**src/rtl/sram_req_ctrl_if.sv**
```systemverilog
// Request/response channel between a client and the SRAM request front-end.
// The master drives requests and rsp_ready; the slave (the controller) answers.
interface sram_req_ctrl_if #(
   parameter int DATA_WIDTH = 128,
   parameter int ADDR_WIDTH = 9,
   parameter int ID_WIDTH   = 4
);
   logic                    req_valid;
   logic                    req_ready;
   logic                    req_wr;
   logic [DATA_WIDTH/8-1:0] req_be;
   logic [ADDR_WIDTH-1:0]   req_addr;
   logic [DATA_WIDTH-1:0]   req_wdata;
   logic [ID_WIDTH-1:0]     req_id;
   logic                    rsp_valid;
   logic                    rsp_ready;
   logic [DATA_WIDTH-1:0]   rsp_rdata;
   logic [ID_WIDTH-1:0]     rsp_id;

   modport master (
      output req_valid, req_wr, req_be, req_addr, req_wdata, req_id, rsp_ready,
      input  req_ready, rsp_valid, rsp_rdata, rsp_id
   );

   modport slave (
      input  req_valid, req_wr, req_be, req_addr, req_wdata, req_id, rsp_ready,
      output req_ready, rsp_valid, rsp_rdata, rsp_id
   );
endinterface

```
**src/rtl/sram_req_ctrl.sv**
```systemverilog
// Front-end for a 1-cycle-latency single-port SRAM: issues requests, captures
// read data and returns it in order through a credit-protected response FIFO.
module sram_req_ctrl #(
   parameter int DATA_WIDTH = 128,
   parameter int ADDR_WIDTH = 9,
   parameter int ID_WIDTH   = 4,
   parameter int RESP_DEPTH = 4
) (
   input  logic                    clk,
   input  logic                    rst,
   sram_req_ctrl_if.slave          bus,
   output logic                    mem_en,
   output logic                    mem_wr,
   output logic [DATA_WIDTH/8-1:0] mem_be,
   output logic [ADDR_WIDTH-1:0]   mem_addr,
   output logic [DATA_WIDTH-1:0]   mem_wdata,
   input  logic [DATA_WIDTH-1:0]   mem_rdata,
   output logic                    busy
);
   localparam int PTR_W = (RESP_DEPTH > 1) ? $clog2(RESP_DEPTH) : 1;
   localparam int CNT_W = PTR_W + 1;
   localparam int SUM_W = CNT_W + 1;

   typedef struct packed {
      logic [DATA_WIDTH-1:0] rdata;
      logic [ID_WIDTH-1:0]   id;
   } rsp_t;

   rsp_t             fifo_mem [RESP_DEPTH];
   rsp_t             head;
   logic [PTR_W-1:0] wr_ptr, rd_ptr;
   logic [CNT_W-1:0] fifo_count;
   logic [SUM_W-1:0] credits_used;
   logic             rd_pending;
   logic [ID_WIDTH-1:0] pend_id;
   logic             fire, push, pop;

   // An in-flight read holds a FIFO slot so its capture can never overflow.
   assign credits_used  = {1'b0, fifo_count} + SUM_W'(rd_pending);
   assign bus.req_ready = credits_used < SUM_W'(RESP_DEPTH);
   assign fire          = bus.req_valid && bus.req_ready;

   assign mem_en    = fire;
   assign mem_wr    = bus.req_wr;
   assign mem_be    = bus.req_wr ? bus.req_be : '1;
   assign mem_addr  = bus.req_addr;
   assign mem_wdata = bus.req_wdata;

   assign push = rd_pending;
   assign pop  = bus.rsp_valid && bus.rsp_ready;

   always_ff @(posedge clk or posedge rst) begin
      if (rst) begin
         rd_pending <= 1'b0;
         pend_id    <= '0;
      end else begin
         rd_pending <= fire && !bus.req_wr;
         if (fire && !bus.req_wr) pend_id <= bus.req_id;
      end
   end

   always_ff @(posedge clk or posedge rst) begin
      if (rst) begin
         wr_ptr     <= '0;
         rd_ptr     <= '0;
         fifo_count <= '0;
      end else begin
         if (push) wr_ptr <= wr_ptr + 1'b1;
         if (pop)  rd_ptr <= rd_ptr + 1'b1;
         case ({push, pop})
            2'b10:   fifo_count <= fifo_count + CNT_W'(1);
            2'b01:   fifo_count <= fifo_count - CNT_W'(1);
            default: fifo_count <= fifo_count;
         endcase
      end
   end

   // mem_rdata is only sampled on the cycle after a read was issued.
   always_ff @(posedge clk) begin
      if (push) fifo_mem[wr_ptr] <= '{rdata: mem_rdata, id: pend_id};
   end

   // Head is gated by valid so the outputs read as zero out of reset.
   assign head          = fifo_mem[rd_ptr];
   assign bus.rsp_valid = fifo_count != '0;
   assign bus.rsp_rdata = bus.rsp_valid ? head.rdata : '0;
   assign bus.rsp_id    = bus.rsp_valid ? head.id    : '0;

   assign busy = rd_pending || (fifo_count != '0);
endmodule

```
**src/flat_wrapper.sv**
```systemverilog
// flat-port wrapper written by rule: the top's interface ports become plain ports
module sram_req_ctrl_flat 
#(
   parameter int DATA_WIDTH = 128,
   parameter int ADDR_WIDTH = 9,
   parameter int ID_WIDTH   = 4,
   parameter int RESP_DEPTH = 4
)
  (clk, rst, mem_en, mem_wr, mem_be, mem_addr, mem_wdata, mem_rdata, busy, bus_req_valid, bus_req_wr, bus_req_be, bus_req_addr, bus_req_wdata, bus_req_id, bus_rsp_ready, bus_req_ready, bus_rsp_valid, bus_rsp_rdata, bus_rsp_id);
  sram_req_ctrl_if #(.DATA_WIDTH(DATA_WIDTH), .ADDR_WIDTH(ADDR_WIDTH), .ID_WIDTH(ID_WIDTH)) bus_i ();
  input  logic clk;
  input  logic rst;
  output logic mem_en;
  output logic mem_wr;
  output logic [DATA_WIDTH/8-1:0] mem_be;
  output logic [ADDR_WIDTH-1:0] mem_addr;
  output logic [DATA_WIDTH-1:0] mem_wdata;
  input  logic [DATA_WIDTH-1:0] mem_rdata;
  output logic busy;
  input wire logic [$bits(bus_i.req_valid)-1:0] bus_req_valid;
  input wire logic [$bits(bus_i.req_wr)-1:0] bus_req_wr;
  input wire logic [$bits(bus_i.req_be)-1:0] bus_req_be;
  input wire logic [$bits(bus_i.req_addr)-1:0] bus_req_addr;
  input wire logic [$bits(bus_i.req_wdata)-1:0] bus_req_wdata;
  input wire logic [$bits(bus_i.req_id)-1:0] bus_req_id;
  input wire logic [$bits(bus_i.rsp_ready)-1:0] bus_rsp_ready;
  output wire logic [$bits(bus_i.req_ready)-1:0] bus_req_ready;
  output wire logic [$bits(bus_i.rsp_valid)-1:0] bus_rsp_valid;
  output wire logic [$bits(bus_i.rsp_rdata)-1:0] bus_rsp_rdata;
  output wire logic [$bits(bus_i.rsp_id)-1:0] bus_rsp_id;
  assign bus_i.req_valid = bus_req_valid;
  assign bus_i.req_wr = bus_req_wr;
  assign bus_i.req_be = bus_req_be;
  assign bus_i.req_addr = bus_req_addr;
  assign bus_i.req_wdata = bus_req_wdata;
  assign bus_i.req_id = bus_req_id;
  assign bus_i.rsp_ready = bus_rsp_ready;
  assign bus_req_ready = bus_i.req_ready;
  assign bus_rsp_valid = bus_i.rsp_valid;
  assign bus_rsp_rdata = bus_i.rsp_rdata;
  assign bus_rsp_id = bus_i.rsp_id;
  sram_req_ctrl #(.DATA_WIDTH(DATA_WIDTH), .ADDR_WIDTH(ADDR_WIDTH), .ID_WIDTH(ID_WIDTH), .RESP_DEPTH(RESP_DEPTH)) u_core (.clk(clk), .rst(rst), .bus(bus_i), .mem_en(mem_en), .mem_wr(mem_wr), .mem_be(mem_be), .mem_addr(mem_addr), .mem_wdata(mem_wdata), .mem_rdata(mem_rdata), .busy(busy));
endmodule
```
**config.mk**
```make
export PLATFORM = sky130hd
export DESIGN_NAME = sram_req_ctrl_flat
export DESIGN_NICKNAME = d
export VERILOG_FILES = /design/src/rtl/sram_req_ctrl_if.sv /design/src/rtl/sram_req_ctrl.sv /design/src/flat_wrapper.sv
export SDC_FILE = /design/constraint.sdc
export NUM_CORES = 1
export LEC_CHECK = 0
export ABC_AREA = 1
export CAP_MARGIN = 5
export CORE_AREA = 2 2 226 228
export CTS_BUF_LIST = sky130_fd_sc_hd__clkbuf_2 sky130_fd_sc_hd__clkbuf_4 sky130_fd_sc_hd__clkbuf_8
export DETAILED_ROUTE_END_ITERATION = 10
export DIE_AREA = 0 0 228 230
export GPL_TIMING_DRIVEN = 0
export PLACE_DENSITY = 0.73
export SLEW_MARGIN = 10
export SYNTH_ARGS = -nofsm -noshare
export SYNTH_HDL_FRONTEND = slang
export SYNTH_SLANG_ARGS = --single-unit
```
**constraint.sdc**
```tcl
create_clock -name clk -period 4.65 [get_ports clk]
set_clock_uncertainty 0.1 [all_clocks]
set_input_delay 0.6975 -clock clk [delete_from_list [all_inputs] [get_ports clk]]
set_output_delay 0.6975 -clock clk [all_outputs]
set_load 0.01 [all_outputs]
```
== Word-level counts from Yosys, hierarchy flattened ==
Memories as Yosys holds them, arrays and structs flattened.
Cells that the tools add are included.

* Flip-flop bits (word level): 12
* Memories: 1
* Word-level logic and storage cells: 27
* Input bits: 290
* Memory bits (writable): 528

* Eq/ne operators: 2
* Muxes and demuxes: 6
* Magnitude comparators: 1
* Add/subtract/negate cells: 5
* Reduce and logical (&&, ||, !) cells: 7

{| class="wikitable"
|+ Memories
! name !! words !! width !! read ports !! clocked after Yosys merged registers in !! wr ports !! RTL line !! text
|-
| u_core.fifo_mem || 4 || 132 || 1 || 0 || 1 || sram_req_ctrl.sv:29 || <nowiki>rsp_t fifo_mem [RESP_DEPTH];</nowiki>
|}

{| class="wikitable"
|+ Operator list
! operator !! number
|-
| $mux 128 || 1
|-
| $mux 16 || 1
|-
| $pmux 3 s2 || 1
|-
| $add 2x1->2 const B || 2
|-
| $add 3x1->4 || 1
|-
| $lt 4x3->1 const B || 1
|-
| $mux 4 || 1
|-
| $add 3x1->3 const B || 1
|-
| $logic_and 1x1->1 || 3
|-
| $reduce_bool 3->1 || 1
|-
| $sub 3x1->3 const B || 1
|-
| $eq 2x1->1 const B || 1
|-
| $eq 2x2->1 const B || 1
|-
| $mux 1 || 2
|-
| $reduce_bool 2->1 || 1
|-
| $logic_not 1->1 || 1
|-
| $logic_or 1x1->1 || 1
|}

== Logic depth before layout (Yosys ltp) ==
Gate-level depths: netlist (run 1).

* Depth in word-level cells: 4
* Mapped depth: 11

== Least setup slack after synthesis (run 1) ==
No wires, ideal clock.

* Path type: reg-to-reg
* Start point: register u_core.wr_ptr[0]
* End point: memory u_core.fifo_mem[2][0] (netlist name) (enable)
* Arrival: 3.235 ns
* Period minus slack after synthesis: 3.820 ns
* Data required time: 4.065 ns
* Setup slack: 0.830 ns
* Cell stages (with the launch flop): 5
* Cell sequence: dfrtp_1 > inv_1 > ha_1 > nand2_1 > inv_1

{| class="wikitable"
|+ RTL lines
! what !! RTL line !! text
|-
| from (decl) || sram_req_ctrl.sv:31 || <nowiki>logic [PTR_W-1:0] wr_ptr, rd_ptr;</nowiki>
|-
| from (signal assigned) || sram_req_ctrl.sv:68 || <nowiki>if (push) wr_ptr <= wr_ptr + 1'b1;</nowiki>
|-
| to (decl) || sram_req_ctrl.sv:29 ||
|}

Straight into the memory's write port.

== Final worst setup path (run 1) ==
* Start point: register u_core.rd_ptr[1]
* End point: output bus_rsp_rdata[107]

* Cells in the longest elaborated chain, start to end: 2

{| class="wikitable"
|+ RTL lines
! what !! RTL line !! text
|-
| from (decl) || sram_req_ctrl.sv:31 ||
|-
| from (signal assigned) || sram_req_ctrl.sv:69 || <nowiki>if (pop) rd_ptr <= rd_ptr + 1'b1;</nowiki>
|-
| $mem_v2 4x132 || - ||
|-
| $mux 128 || sram_req_ctrl.sv:86 || <nowiki>assign bus.rsp_rdata = bus.rsp_valid ? head.rdata : '0;</nowiki>
|-
| to (decl) || flat_wrapper.sv:29 || <nowiki>output wire logic [$bits(bus_i.rsp_rdata)-1:0] bus_rsp_rdata;</nowiki>
|}

No other way between the ends.

==> qor.yml, run 1 <==
placement:
  io_buffers: 442
  dpl.hpwl_mm: 52.7
  finalWeightedCongestion: 1.07
  placed_area_mm2: 0.0278
sta:
  grt_setup_unrepaired: "no"
  drv_slew: 0
  hold_viol: 0
  setup_violations: 0
  worst_slew_pin_slew_ns: 0.979
  fin_setup_tns_ns: 0
  period_needed_ns: 4.47
  hold-worst-slack_ns: 0.248
  fmax_ghz: 0.224
  period_share_pct: 96.0
  slew_headroom_pct: 34.7
global_route:
  grt_pass1_vias: 15593
  track_usage_pct: 28.0
  grt_pass1_wl_mm: 106
  grt_max_degree: 91
  overflow: 0
  antenna_found_initial: 10
drt:
  viasPerCell: 5.15
  wl_mm: 75.9
  ant_nets: 0
  wl_per_cell_um: 23.7
  drt_iter0_markers: 1607
  first_pass_iters: 5
  remaining_drc_errors: 0
  vias: 16460
logic_synthesis:
  synth_nets: 2214
  yosysSeqAreaShare_pct: 72.0
  syn_area_mm2: 0.0224
  ys_warn_count: 0
  ys_seq_elements: 540
  synth.avg_cell_area_um2: 11.7
  syn_inst: 1918
  ys_types: 23
power:
  p_sw_mw: 6.51
  internal-power_mw: 10.8
  ir_drop_mv: 0.461
  seq_power_share_pct: 34.1
  clkPwrFrac_pct: 22.2
  power.leakage_nw: 11.1
  p_sw_share_pct: 37.6
  power_density_mw_per_mm2: 588
  pwr-share-comb_pct: 43.7
worst_setup_path:
  cp_slowest_cell: "clkbuf_1"
  cp-endpoint: "bus_rsp_rdata[107]"
  startpoint_type: "flip-flop"
  criticalPathCategory: "reg -> out"
  cpMostUsedCell: "clkbuf_1"
  required_ns: 3.85
  cpPeakStageDelay_ns: 0.72
  reg2reg_from: "u_core.push"
  worstPathArrival_ns: 3.67
  worstPathMaxFanout: 10
  path_cells: "inv_1 -> clkbuf_1 -> clkbuf_1 -> nand2_1 -> a21oi_1 -> clkdlybuf4s50_1"
  crit_path_start: "u_core.rd_ptr[1]"
  crit_path_end_kind: "output port"
  rr_endpoint: "u_core.fifo_mem[2][68]"
  r2r_setup_slack_ns: 2.39
  reg2reg_depth: 4
floorplan:
  core_area_mm2: 0.0499
  die_area_mm2: 0.0524
  num_rows: 82
  die_w_um: 228
  die-height_um: 230
  start_util_pct: 45.0
  io_pins: 580
layout:
  finalNetCount: 2746
  ff_latch_area_mm2: 0.0162
  fillCellCount: 3912
  multiInputGateArea_mm2: 0.00466
  syn_to_final_growth_pct: 31.4
  design_area_mm2: 0.0295
  drive_gt1_share_pct: 13.6
clocking:
  postCtsSetupBuffers: 0
  clock_latency_ns: 0.66
  tritoncts: "done"
  clock_sinks: 540
  htreeDepth: 3
  clockRootBuffer: "clkbuf_8"
  clockBufferDepth: 3
  path_clk_slew_ns: 0.06
  postCtsHoldBufs: 0
  cts_made_buffers: 84
  post_cts_resized: 0
hold_path:
  hold_path_class: "in -> async"
run_status:
  status: "finished clean"
flow_run:
  cap_violations: 0
power groups by stage:
stage	sequential, mW	combinational, mW	clock [mW]
after floorplan	6.02	3.63	0
after global placement	6.07	7.42	0
after detailed placement	6.00	7.52	0
after CTS	5.90	7.58	3.89
after global routing	5.93	8.10	4.10
final	5.90	7.57	3.84
through the flow:
stage | utilization [%] | cells | setup slack [ns] | total power, mW
after floorplan | - | 1918 | 0.830 | 9.64
after global placement | 55.5 | 3032 | -1.36 | 13.5
after detailed placement | 55.8 | 3036 | 0.889 | 13.5
after CTS | 59.1 | 3193 | 0.115 | 17.4
after global routing | 59.1 | 3196 | 0.0531 | 18.1
final | 59.1 | 3198 | 0.184 | 17.3
cell families (layout without fill, tap and decap cells):
family                     count (synthesis)  in the layout  share of synthesized area [%]
AOI/OAI and AO/OA                        267            267                           5.96
and+or+nand+nor                          838            838                           14.2
DFF                                      540            540                           72.0
other                                      0              5                              0
adders and majority gates                  6              6                          0.368
xor gates and xnor gates                   5              5                          0.195
buffers and inverters                    262            865                           7.22
worst max-delay path, delay by kind of cell, from the launching register on:
family                 cells  cell delay, ns
AOI/OAI and AO/OA          1            0.36
DFF                        1            0.40
and+or+nand+nor            1            0.23
buffers and inverters      4            2.01
area by class of cell:
| type | count | share of cell area [%] |
|---|---|---|
| sequential | 540 | 54.8 |
| inverter | 20 | 0.365 |
| tap | 672 | 2.85 |
| timing repair buffer | 446 | 15.4 |
| multi-input combinational | 1116 | 15.8 |
| clock inverter | 45 | 0.874 |
| clock buffer | 112 | 4.64 |
| antenna | 5 | 0.0425 |
| buffer | 242 | 5.23 |
layout by cell type (no fill, tap or decap):
| cell type | Yosys | routed |
|---|---|---|
| inv_6 | 0 | 4 |
| buf_16 | 0 | 4 |
| buf_4 | 140 | 140 |
| nand2_1 | 552 | 552 |
| fa_1 | 1 | 1 |
| inv_1 | 18 | 14 |
| nor2_1 | 265 | 265 |
| nand4_1 | 1 | 1 |
| clkinv_2 | 0 | 10 |
| nand3_1 | 3 | 3 |
| o21ai_0 | 135 | 135 |
| edfxtp_1 | 528 | 528 |
| ha_1 | 5 | 5 |
| clkinvlp_4 | 0 | 4 |
| clkbuf_8 | 0 | 84 |
| clkbuf_4 | 0 | 28 |
| inv_4 | 1 | 1 |
| xor2_1 | 3 | 3 |
| inv_2 | 1 | 1 |
| nand3b_1 | 1 | 1 |
| diode_2 | 0 | 5 |
| a21oi_1 | 132 | 132 |
| inv_8 | 0 | 6 |
| dfrtp_1 | 12 | 12 |
| clkbuf_1 | 54 | 54 |
| clkdlybuf4s50_1 | 0 | 442 |
| or2_2 | 16 | 16 |
| buf_2 | 38 | 38 |
| buf_8 | 2 | 2 |
| bufinv_16 | 0 | 1 |
| buf_6 | 5 | 5 |
| xnor2_1 | 2 | 2 |
| clkinv_1 | 0 | 24 |
| buf_1 | 3 | 3 |
how the worst min path moves through the flow:
stage	from	to	slack, ns	cells after the start
2_1_floorplan	u_core.fifo_count[0]	u_core.fifo_count[0]	0.36	1
3_3_place_gp	u_core.fifo_count[0]	u_core.fifo_count[0]	0.38	1
3_5_place_dp	u_core.fifo_count[0]	u_core.fifo_count[0]	0.39	1
4_1_cts	rst	u_core.fifo_count[2]	0.21	2
5_1_grt	rst	u_core.push	0.28	2
6_report	rst	u_core.push	0.25	2
synth_stat cells (all sizes together):
library cell	n	area [um^2]
nand2	552	2070
edfxtp	528	15900
nor2	265	995
buf	188	1340
o21ai	135	676
a21oi	132	661
clkbuf	54	203
inv	20	77.6
or2	16	100
dfrtp	12	300
ha	5	62.6
nand3	3	15.0
xor2	3	26.3
xnor2	2	17.5
fa	1	20.0
nand3b	1	7.51
nand4	1	6.26
sequential cells by signal (all words and copies together), names as in the netlist:
name               flops
u_core.fifo_mem      528
u_core.pend_id         4
u_core.fifo_count      3
u_core.rd_ptr          2
u_core.wr_ptr          2
u_core.push            1
routing by layer:
| layer | wire [um] | up-vias | share of wire, % | global-route usage [%] |
|---|---|---|---|---|
| met5 | 13 | - | 0.017 | 0 |
| met4 | 4020 | 2 | 5.3 | 15.3 |
| met3 | 6840 | 159 | 9.0 | 6.50 |
| met2 | 37400 | 968 | 49 | 47.3 |
| met1 | 27600 | 7865 | 36 | 33.4 |
| li1 | - | 7466 | - | - |
Power figures use the tool's default switching activity.
==> inputs of run 2 (changes only) <==
==> constraint.sdc (replaced) <==
create_clock -name clk -period 4.65 [get_ports clk]
set_clock_uncertainty 0.1 [all_clocks]
set_input_delay 0.93 -clock clk [delete_from_list [all_inputs] [get_ports clk]]
set_output_delay 0.93 -clock clk [all_outputs]
set_load 0.01 [all_outputs]
==> qor.yml, run 2 (same netlist as run 1, synthesis figures left out) <==
power:
  ir_drop_mv: 0.461  # about the same
  clkPwrFrac_pct: 22.2  # about the same
  seq_power_share_pct: 34.1  # about the same
  pwr-share-comb_pct: 43.7  # about the same
  p_total_mw: 17.3  # about the same
  p_sw_share_pct: 37.6  # about the same
  power.leakage_nw: 11.1  # about the same
  p_sw_mw: 6.51  # about the same
  internal-power_mw: 10.8  # about the same
  power_density_mw_per_mm2: 587  # about the same
worst_setup_path:
  startpoint_type: "flip-flop"
  required_ns: 3.62  # -0.23 ns
  worstPathMaxFanout: 10  # unchanged
  criticalPathCategory: "reg -> out"
  worstPathArrival_ns: 3.45  # -0.22 ns
  r2r_setup_slack_ns: 2.39  # about the same
  crit_path_end_kind: "output port"
drt:
  viasPerCell: 5.15  # about the same
  wl_per_cell_um: 23.7  # about the same
  drt_iter0_markers: 1608  # +0.062%
  vias: 16465  # +0.030%
  ant_nets: 0  # unchanged
  remaining_drc_errors: 0  # unchanged
  first_pass_iters: 5  # unchanged
  wl_mm: 75.9  # about the same
global_route:
  overflow: 0  # unchanged
  grt_max_degree: 91  # unchanged
  grt_pass1_wl_mm: 106  # unchanged
  grt_pass1_vias: 15593  # unchanged
  antenna_found_initial: 10  # unchanged
  track_usage_pct: 28.0  # unchanged
run_status:
  status: "finished clean"
layout:
  top_register: "u_core.fifo_mem"
  largest_register_ffs: 528  # unchanged
  finalNetCount: 2746  # unchanged
  layout_common_cells: "nand2_1, edfxtp_1, clkdlybuf4s50_1"
  syn_to_final_growth_pct: 31.4  # about the same
  fin_util_pct: 59.1  # about the same
  drive_gt1_share_pct: 13.7  # +0.040 points
  top_regs: "u_core.fifo_mem x528, u_core.pend_id x4, u_core.fifo_count x3"
  final_common_cell: "nand2_1"
sta:
  drv_slew: 0  # unchanged
  fin_setup_tns_ns: 0  # unchanged
  setup_violations: 0  # unchanged
  worst_slew_pin_slew_ns: 0.979  # +0.000331 ns
  hold_viol: 0  # unchanged
  period_needed_ns: 4.48  # +0.0146 ns
  fmax_ghz: 0.223  # -0.33%
  slew_headroom_pct: 34.7  # about the same
  grt_setup_unrepaired: "yes"
  period_share_pct: 96.3  # +0.31 points
clocking:
  postCtsHoldBufs: 0  # unchanged
  clockBufferDepth: 3  # unchanged
  post_cts_resized: 1  # +1
  clock_sinks: 540  # unchanged
  path_clk_slew_ns: 0.06  # about the same
  tritoncts: "done"
  postCtsSetupBuffers: 0  # unchanged
  htreeDepth: 3  # unchanged
  clock_latency_ns: 0.66  # about the same
  clockRootBuffer: "clkbuf_8"
  cts_made_buffers: 84  # unchanged
floorplan:
  num_rows: 82  # unchanged
  die-height_um: 230  # unchanged
  core_area_mm2: 0.0499  # unchanged
  die_w_um: 228  # unchanged
  start_util_pct: 45.0  # unchanged
  io_pins: 580  # unchanged
  die_area_mm2: 0.0524  # unchanged
hold_path:
  hold_path_class: "reg -> reg"
placement:
  dpl.hpwl_mm: 52.7  # unchanged
  io_buffers: 442  # unchanged
  finalWeightedCongestion: 1.07  # unchanged
flow_run:
  cap_violations: 0  # unchanged
## run 2: cell counts in the layout (fill, tap and decap cells not counted)
Identical to the previous run, type by type.
## run 2: worst paths after layout
path / from / cells after the start / end
min in group asynchronous: rst / 2 / u_core.push
hold / removal: u_core.fifo_count[0] / 1 / u_core.fifo_count[0]
setup reg to reg: u_core.push / 4 / u_core.fifo_mem[2][68]
setup / recovery: u_core.rd_ptr[1] / 6 / bus_rsp_rdata[64]
max in group asynchronous: rst / 2 / u_core.rd_ptr[1]
hold reg to reg: u_core.fifo_count[0] / 1 / u_core.fifo_count[0]
## run 2: power groups by stage
stage          registers (mW)  logic, mW  clock network, mW
2_1_floorplan            6.02       3.63                  0
3_3_place_gp             6.07       7.42                  0
3_5_place_dp             6.00       7.52                  0
4_1_cts                  5.90       7.58               3.89
5_1_grt                  5.93       8.10               4.10
6_report                 5.90       7.58               3.84
## run 2: layout make-up
class / count / area, um^2
clock inverter: 45 / 258
inverter: 20 / 108
buffer: 242 / 1540
multi-input combinational: 1116 / 4660
antenna: 5 / 12.5
tap: 672 / 841
timing repair buffer: 446 / 4530
fill: 3913 / 20400
clock buffer: 112 / 1370
sequential: 540 / 16200
## run 2: layer usage
metal	wire [um]	global-route usage, %	share of wire, %
met4	4020	15.3	5.3
met3	6820	6.50	9.0
met2	37400	47.3	49
met1	27700	33.4	36
met5	13	0	0.017
## run 2: worst max-delay path: stages, from the launching register on
cell,delay (ns)
dfrtp_1,0.40
inv_1,0.09
clkbuf_1,0.73
clkbuf_1,0.53
nand2_1,0.13
a21oi_1,0.29
clkdlybuf4s50_1,0.60
## run 2: per-stage QoR
| stage | worst slack (ns) | cells | hold slack, ns | area [um^2] |
|---|---|---|---|---|
| 6_report | 0.170 | 3198 | 0.406 | 29500 |
| 5_1_grt | -0.0163 | 3196 | 0.414 | 29500 |
| 4_1_cts | 0.101 | 3193 | 0.402 | 29500 |
| 3_5_place_dp | 0.656 | 3036 | 0.389 | 27800 |
| 3_3_place_gp | -1.36 | 3032 | 0.377 | 27700 |
| 2_1_floorplan | 0.830 | 1918 | 0.359 | 22400 |
